===== config.mk =====
export PLATFORM = sky130hd
export DESIGN_NAME = pipelined_cla_addsub
export DESIGN_NICKNAME = d
export VERILOG_FILES = /design/src/rtl/adder_pkg.sv /design/src/rtl/cla_segment.sv /design/src/rtl/pipelined_cla_addsub.sv
export SDC_FILE = /design/constraint.sdc
export NUM_CORES = 1
export LEC_CHECK = 0
export CAP_MARGIN = 15
export CORE_ASPECT_RATIO = 1.4
export CORE_MARGIN = 2
export CORE_UTILIZATION = 30
export DETAILED_ROUTE_END_ITERATION = 10
export PLACE_DENSITY = 0.57
export SKIP_LAST_GASP = 1
export SLEW_MARGIN = 10
export SYNTH_ARGS = -nofsm -noshare
export SYNTH_HDL_FRONTEND = slang
export SYNTH_SLANG_ARGS = --single-unit

===== constraint.sdc =====
create_clock -name clk -period 7.2 [get_ports clk]
set_input_delay 0.72 -clock clk [delete_from_list [all_inputs] [get_ports clk]]
set_output_delay 0.72 -clock clk [all_outputs]
set_load 0.005 [all_outputs]

===== src/rtl/adder_pkg.sv =====
// Shared constants, flag bundle and sizing helper for the pipelined CLA adder/subtractor.
package adder_pkg;

  localparam int SEG_DEFAULT = 8;

  typedef struct packed {
    logic cout;
    logic ovf;
    logic zero;
    logic neg;
  } flags_t;

  function automatic int seg_count(input int width, input int seg);
    return width / seg;
  endfunction

endpackage


===== src/rtl/cla_segment.sv =====
// Combinational SEG-bit carry-lookahead block; also exposes the carry into its MSB
// so the last segment can detect signed overflow.
module cla_segment #(
  parameter int SEG = 8
) (
  input  logic [SEG-1:0] i_a,
  input  logic [SEG-1:0] i_b,
  input  logic           i_cin,
  output logic [SEG-1:0] o_s,
  output logic           o_cout,
  output logic           o_cmsb
);

  logic [SEG-1:0] w_g;
  logic [SEG-1:0] w_p;
  logic [SEG:0]   w_c;

  assign w_g = i_a & i_b;
  assign w_p = i_a | i_b;

  // Every carry is a flat sum-of-products of generate/propagate terms, no ripple chain.
  always_comb begin
    logic v_any;
    logic v_prop;
    v_any  = 1'b0;
    v_prop = 1'b0;
    w_c    = '0;
    w_c[0] = i_cin;
    for (int i = 0; i < SEG; i++) begin
      v_any = w_g[i];
      for (int j = 0; j < i; j++) begin
        v_prop = 1'b1;
        for (int m = j + 1; m <= i; m++) v_prop = v_prop & w_p[m];
        v_any = v_any | (w_g[j] & v_prop);
      end
      v_prop = i_cin;
      for (int m = 0; m <= i; m++) v_prop = v_prop & w_p[m];
      w_c[i+1] = v_any | v_prop;
    end
  end

  assign o_s    = i_a ^ i_b ^ w_c[SEG-1:0];
  assign o_cout = w_c[SEG];
  assign o_cmsb = w_c[SEG-1];

endmodule


===== src/rtl/pipelined_cla_addsub.sv =====
// Pipelined carry-lookahead add/sub, one SEG-bit segment per stage, valid/ready with stall.
// Optional saturation enabled by defining ADDER_SATURATE_EN (adds the sat_mode port).
module pipelined_cla_addsub
  import adder_pkg::*;
#(
  parameter int WIDTH = 32,
  parameter int SEG   = SEG_DEFAULT
) (
  input  logic             clk,
  input  logic             rstn,
  input  logic             in_valid,
  output logic             in_ready,
  input  logic [WIDTH-1:0] a,
  input  logic [WIDTH-1:0] b,
  input  logic             sub,
  input  logic             cin,
`ifdef ADDER_SATURATE_EN
  input  logic             sat_mode,
`endif
  output logic             out_valid,
  input  logic             out_ready,
  output logic [WIDTH-1:0] sum,
  output logic             cout,
  output logic             ovf,
  output logic             zero,
  output logic             neg
);

  localparam int STAGES = seg_count(WIDTH, SEG);
  localparam int NREG   = (STAGES > 1) ? STAGES - 1 : 1;
  localparam int LAST   = STAGES - 1;

  if ((WIDTH % SEG) != 0) begin : g_bad_width
    $error("pipelined_cla_addsub: WIDTH must be a multiple of SEG");
  end

  // Stage inputs (combinational) and stage outputs
  logic [WIDTH-1:0] w_ain  [STAGES];
  logic [WIDTH-1:0] w_bin  [STAGES];
  logic [WIDTH-1:0] w_sin  [STAGES];
  logic             w_cin  [STAGES];
  logic [WIDTH-1:0] w_sout [STAGES];
  logic             w_cout [STAGES];
  logic             w_cmsb [STAGES];

  // Inter-stage registers: skewed operands, partial sum and segment carry
  logic [WIDTH-1:0] r_a [NREG];
  logic [WIDTH-1:0] r_b [NREG];
  logic [WIDTH-1:0] r_s [NREG];
  logic             r_c [NREG];
  logic [STAGES-1:0] r_vld;

`ifdef ADDER_SATURATE_EN
  logic w_satin [STAGES];
  logic r_sat   [NREG];
`endif

  logic             w_adv;
  logic             w_ovf;
  logic [WIDTH-1:0] w_res;
  flags_t           w_flags;
  logic [WIDTH-1:0] r_sum;
  flags_t           r_flags;

`ifdef ADDER_SATURATE_EN
  function automatic logic [WIDTH-1:0] sat_clamp(input logic [WIDTH-1:0] raw,
                                                 input logic raw_ovf,
                                                 input logic en);
    logic [WIDTH-1:0] v_max;
    v_max = {1'b0, {(WIDTH-1){1'b1}}};
    if (en && raw_ovf)
      return raw[WIDTH-1] ? v_max : ~v_max;
    return raw;
  endfunction
`endif

  assign w_adv    = out_ready || !r_vld[LAST];
  assign in_ready = w_adv;

  for (genvar k = 0; k < STAGES; k++) begin : g_stage
    localparam int LO = k * SEG;
    logic [SEG-1:0] w_seg_s;

    if (k == 0) begin : g_in
      assign w_ain[0] = a;
      assign w_bin[0] = b ^ {WIDTH{sub}};
      assign w_sin[0] = '0;
      assign w_cin[0] = sub | cin;
`ifdef ADDER_SATURATE_EN
      assign w_satin[0] = sat_mode;
`endif
    end else begin : g_fwd
      assign w_ain[k] = r_a[k-1];
      assign w_bin[k] = r_b[k-1];
      assign w_sin[k] = r_s[k-1];
      assign w_cin[k] = r_c[k-1];
`ifdef ADDER_SATURATE_EN
      assign w_satin[k] = r_sat[k-1];
`endif
    end

    cla_segment #(.SEG(SEG)) u_seg (
      .i_a   (w_ain[k][LO +: SEG]),
      .i_b   (w_bin[k][LO +: SEG]),
      .i_cin (w_cin[k]),
      .o_s   (w_seg_s),
      .o_cout(w_cout[k]),
      .o_cmsb(w_cmsb[k])
    );

    // Bits above this segment are still zero in the partial sum, so OR-in is exact.
    assign w_sout[k] = w_sin[k] | (WIDTH'(w_seg_s) << LO);
  end

  always_ff @(posedge clk or negedge rstn) begin
    if (!rstn) begin
      r_vld <= '0;
    end else if (w_adv) begin
      r_vld[0] <= in_valid;
      for (int k = 1; k < STAGES; k++) r_vld[k] <= r_vld[k-1];
    end
  end

  // Stage k -> stage k+1 boundary
  if (STAGES > 1) begin : g_pipe
    always_ff @(posedge clk) begin
      if (w_adv) begin
        for (int k = 0; k < STAGES - 1; k++) begin
          r_a[k] <= w_ain[k];
          r_b[k] <= w_bin[k];
          r_s[k] <= w_sout[k];
          r_c[k] <= w_cout[k];
`ifdef ADDER_SATURATE_EN
          r_sat[k] <= w_satin[k];
`endif
        end
      end
    end
  end

  assign w_ovf = w_cmsb[LAST] ^ w_cout[LAST];

  always_comb begin
`ifdef ADDER_SATURATE_EN
    w_res = sat_clamp(w_sout[LAST], w_ovf, w_satin[LAST]);
`else
    w_res = w_sout[LAST];
`endif
    w_flags      = '0;
    w_flags.cout = w_cout[LAST];
    w_flags.ovf  = w_ovf;
    w_flags.zero = (w_res == '0);
    w_flags.neg  = w_res[WIDTH-1];
  end

  // Final stage -> output register boundary
  always_ff @(posedge clk or negedge rstn) begin
    if (!rstn) begin
      r_sum   <= '0;
      r_flags <= '0;
    end else if (w_adv) begin
      r_sum   <= w_res;
      r_flags <= w_flags;
    end
  end

  assign out_valid = r_vld[LAST];
  assign sum       = r_sum;
  assign cout      = r_flags.cout;
  assign ovf       = r_flags.ovf;
  assign zero      = r_flags.zero;
  assign neg       = r_flags.neg;

endmodule


==> flow_summary.json <==
{
  "required_ns": 6.48,
  "tns_ns": 0,
  "crit_path_start": "out_ready",
  "syn_avg_cell_area_um2": 13.03,
  "arrival_ns": 2.85,
  "syn_nets": 777,
  "timing.final.crit_share": 0.4958,
  "fmax_mhz": 280.1,
  "final.setup_skew_ns": 0.009465,
  "cpPeakStageDelay_ns": 0.64,
  "htreeDepth": 4,
  "port_buffers": 107,
  "crit_type": "in2out",
  "die_w_um": 144.8,
  "syn_to_final_growth_pct": 24.11,
  "first_pass_iters": 4,
  "hold_buffers": 0,
  "crit_chain": "clkdlybuf4s50_1, nor2b_4, buf_4, inv_6, clkdlybuf4s50_1",
  "drt-initial-drc-count": 220,
  "synth-main-ff-cell": "edfxtp_1",
  "worstHoldPathType": "in2async",
  "layout_common_cells": "147 x edfxtp_1, 105 x clkdlybuf4s50_1, 97 x nand2_1",
  "endpoint_kind": "output port",
  "ys_async_sr_fraction": 0.2097,
  "cts-buffers-inserted": 17,
  "slew_violations": 0,
  "setup_viol_count_final": 0,
  "drc_errors": 0,
  "clk_latency_ns": 0.43,
  "post-route-min-period_ns": 3.570,
  "ios": 108,
  "cellLeakagePower_nw": 4.316,
  "cts_sinks": 186,
  "track_usage": 0.1018,
  "cts_tree": "done",
  "whs_ns": 0.3982,
  "finalHoldViolCount": 0,
  "power.density_nw_per_um2": 371.4,
  "viasPerCell": 4.108,
  "antenna_found_initial": 0,
  "die_h_um": 201.2,
  "antenna_left": 0,
  "ys_seq_area_frac": 0.6471,
  "fillCellCount": 2659,
  "cts_root_buf": "clkbuf_16",
  "multiInputGateArea_um2": 2545,
  "wl_mm": 14.08,
  "drive_gt1_frac": 0.04954,
  "synthCells": 639,
  "grt_first_pass_wirelength_mm": 22.69,
  "path_clk_slew_ns": 0.07,
  "dp_hpwl_mm": 10.17,
  "nNetsFinal": 892,
  "first_global_vias": 4590,
  "yosysWarningCount": 0,
  "initial_utilization": 0.3031,
  "maxCapViolCount": 0,
  "regArea_um2": 5390,
  "overflow": 0,
  "max_slew_margin": 0.3272,
  "critPathMostFrequentCell": "clkdlybuf4s50_1",
  "max-vdd-ir-drop_uv": 174.7,
  "r2r_start": "r_vld[3]$_DFFE_PN0P_",
  "grt_max_degree": 98,
  "tightest_slew_ns": 1.009,
  "routabilityCongestion": 0.7238,
  "ys_seq_elements": 186,
  "routedWlPerCell_um": 12.38,
  "num_vias": 4671,
  "n_antenna_cell": 0,
  "synth-edff-count": 147,
  "post_cts_resize_count": 0,
  "r2r_setup_slack_ns": 4.44,
  "start_kind": "input pin",
  "outcome": "finished clean",
  "rsz0062_at_grt": "no",
  "yosysUniqueCellTypes": 53,
  "die-area_um2": 29130,
  "cp_slowest_cell": "clkdlybuf4s50_1",
  "synth_area_um2": 8329,
  "cp_max_fo": 97,
  "clock_path_buffers": 2,
  "num_rows": 72,
  "post_cts.repair.setup_buffers": 0,
  "fp.coreArea_um2": 27480,
  "final_common_cell": "edfxtp_1"
}
[critical path, delay by kind of cell]
family,cells,cell delay [ns]
simple gates,1,0.04
buf+inv,4,2.03
[sequential cells by signal (all words and copies together), names as in the netlist]
name and count:
r_a 48, zero 1, r_c 3, ovf 1, r_b 48, sum 32, r_s 48, cout 1
r_vld 4
[synthesized netlist by cell type (2+ instances only)]
| library cell | n | area share |
|---|---|---|
| a2111oi_0 | 2 | 0.0021 |
| a211oi_1 | 2 | 0.0018 |
| a21oi_1 | 17 | 0.010 |
| a221o_1 | 2 | 0.0024 |
| a31oi_1 | 4 | 0.0030 |
| and2_1 | 2 | 0.0015 |
| and3_1 | 3 | 0.0023 |
| buf_2 | 3 | 0.0018 |
| clkbuf_1 | 8 | 0.0036 |
| dfrtp_1 | 39 | 0.12 |
| edfxtp_1 | 147 | 0.53 |
| fa_1 | 4 | 0.0096 |
| ha_1 | 64 | 0.096 |
| inv_1 | 91 | 0.041 |
| nand2_1 | 97 | 0.044 |
| nand2b_1 | 8 | 0.0060 |
| nand4_1 | 3 | 0.0023 |
| nor2_1 | 20 | 0.0090 |
| nor2b_1 | 5 | 0.0038 |
| nor3_1 | 8 | 0.0048 |
| nor3b_1 | 3 | 0.0027 |
| nor4_1 | 6 | 0.0045 |
| o21ai_0 | 10 | 0.0060 |
| o21bai_1 | 6 | 0.0054 |
| o22ai_1 | 2 | 0.0015 |
| o311ai_0 | 2 | 0.0021 |
| or4_1 | 2 | 0.0018 |
| xnor2_1 | 16 | 0.017 |
| xor2_1 | 39 | 0.041 |
[power by group]
group	internal (W)	switching, W
Clock	0.000439	0.000384
Sequential	0.00168	0.000175
Combinational	0.000551	0.000609
[logic make-up (layout without fill, tap and decap cells)]
group                    Yosys count  in the layout  synth area share
AO/OA/AOI/OAI                     60             60           0.05002
buffers and inverters            105            233           0.04822
AND/OR/NAND/NOR                  163            163           0.08848
adder cells (fa/ha/maj)           68             68            0.1058
flip-flops                       186            186            0.6471
multiplexers                       2              2          0.002554
XOR/XNOR                          55             55           0.05783
[per-stage QoR]
stage | area, µm² | cells | power, W | setup slack, ns | util
after CTS | 10340 | 1137 | 0.003908 | 3.622 | 0.3762
final | 10340 | 1137 | 0.003839 | 3.630 | 0.3762
after global routing | 10340 | 1137 | 0.004120 | 3.496 | 0.3762
after global placement | 9824 | 1105 | 0.003041 | 3.624 | 0.3576
after detailed placement | 9824 | 1105 | 0.003070 | 3.622 | 0.3576
after floorplan | 8329 | 639 | 0.002590 | 1.234 | -
[cell type report]
class	count	area share
flip-flops and latches	186	0.5214
multi-input cells	348	0.2462
repair buffers	109	0.1041
well taps	370	0.04478
clock buffers	21	0.04260
inverters	92	0.03389
clock inverters	11	0.007020
[final timing paths]
check                                       end  cells after the start
max in group asynchronous    sum[4]$_DFFE_PN0P_                      1
setup / recovery                       in_ready                      5
hold / removal              sum[20]$_DFFE_PN0P_                      1
min in group clk           r_a[0][89]$_DFFE_PP_                      0
hold reg to reg            r_a[0][89]$_DFFE_PP_                      0
setup reg to reg           r_a[0][23]$_DFFE_PP_                      4
[metal layers]
layer	global-route usage	vias up	routed length [µm]
li1	-	2378	-
met1	0.1215	2180	6038
met2	0.1722	97	7214
met3	0.02880	16	578
met4	0.03953	0	247
met5	0	-	0
Note: power is estimated with default switching activity, not from simulation.
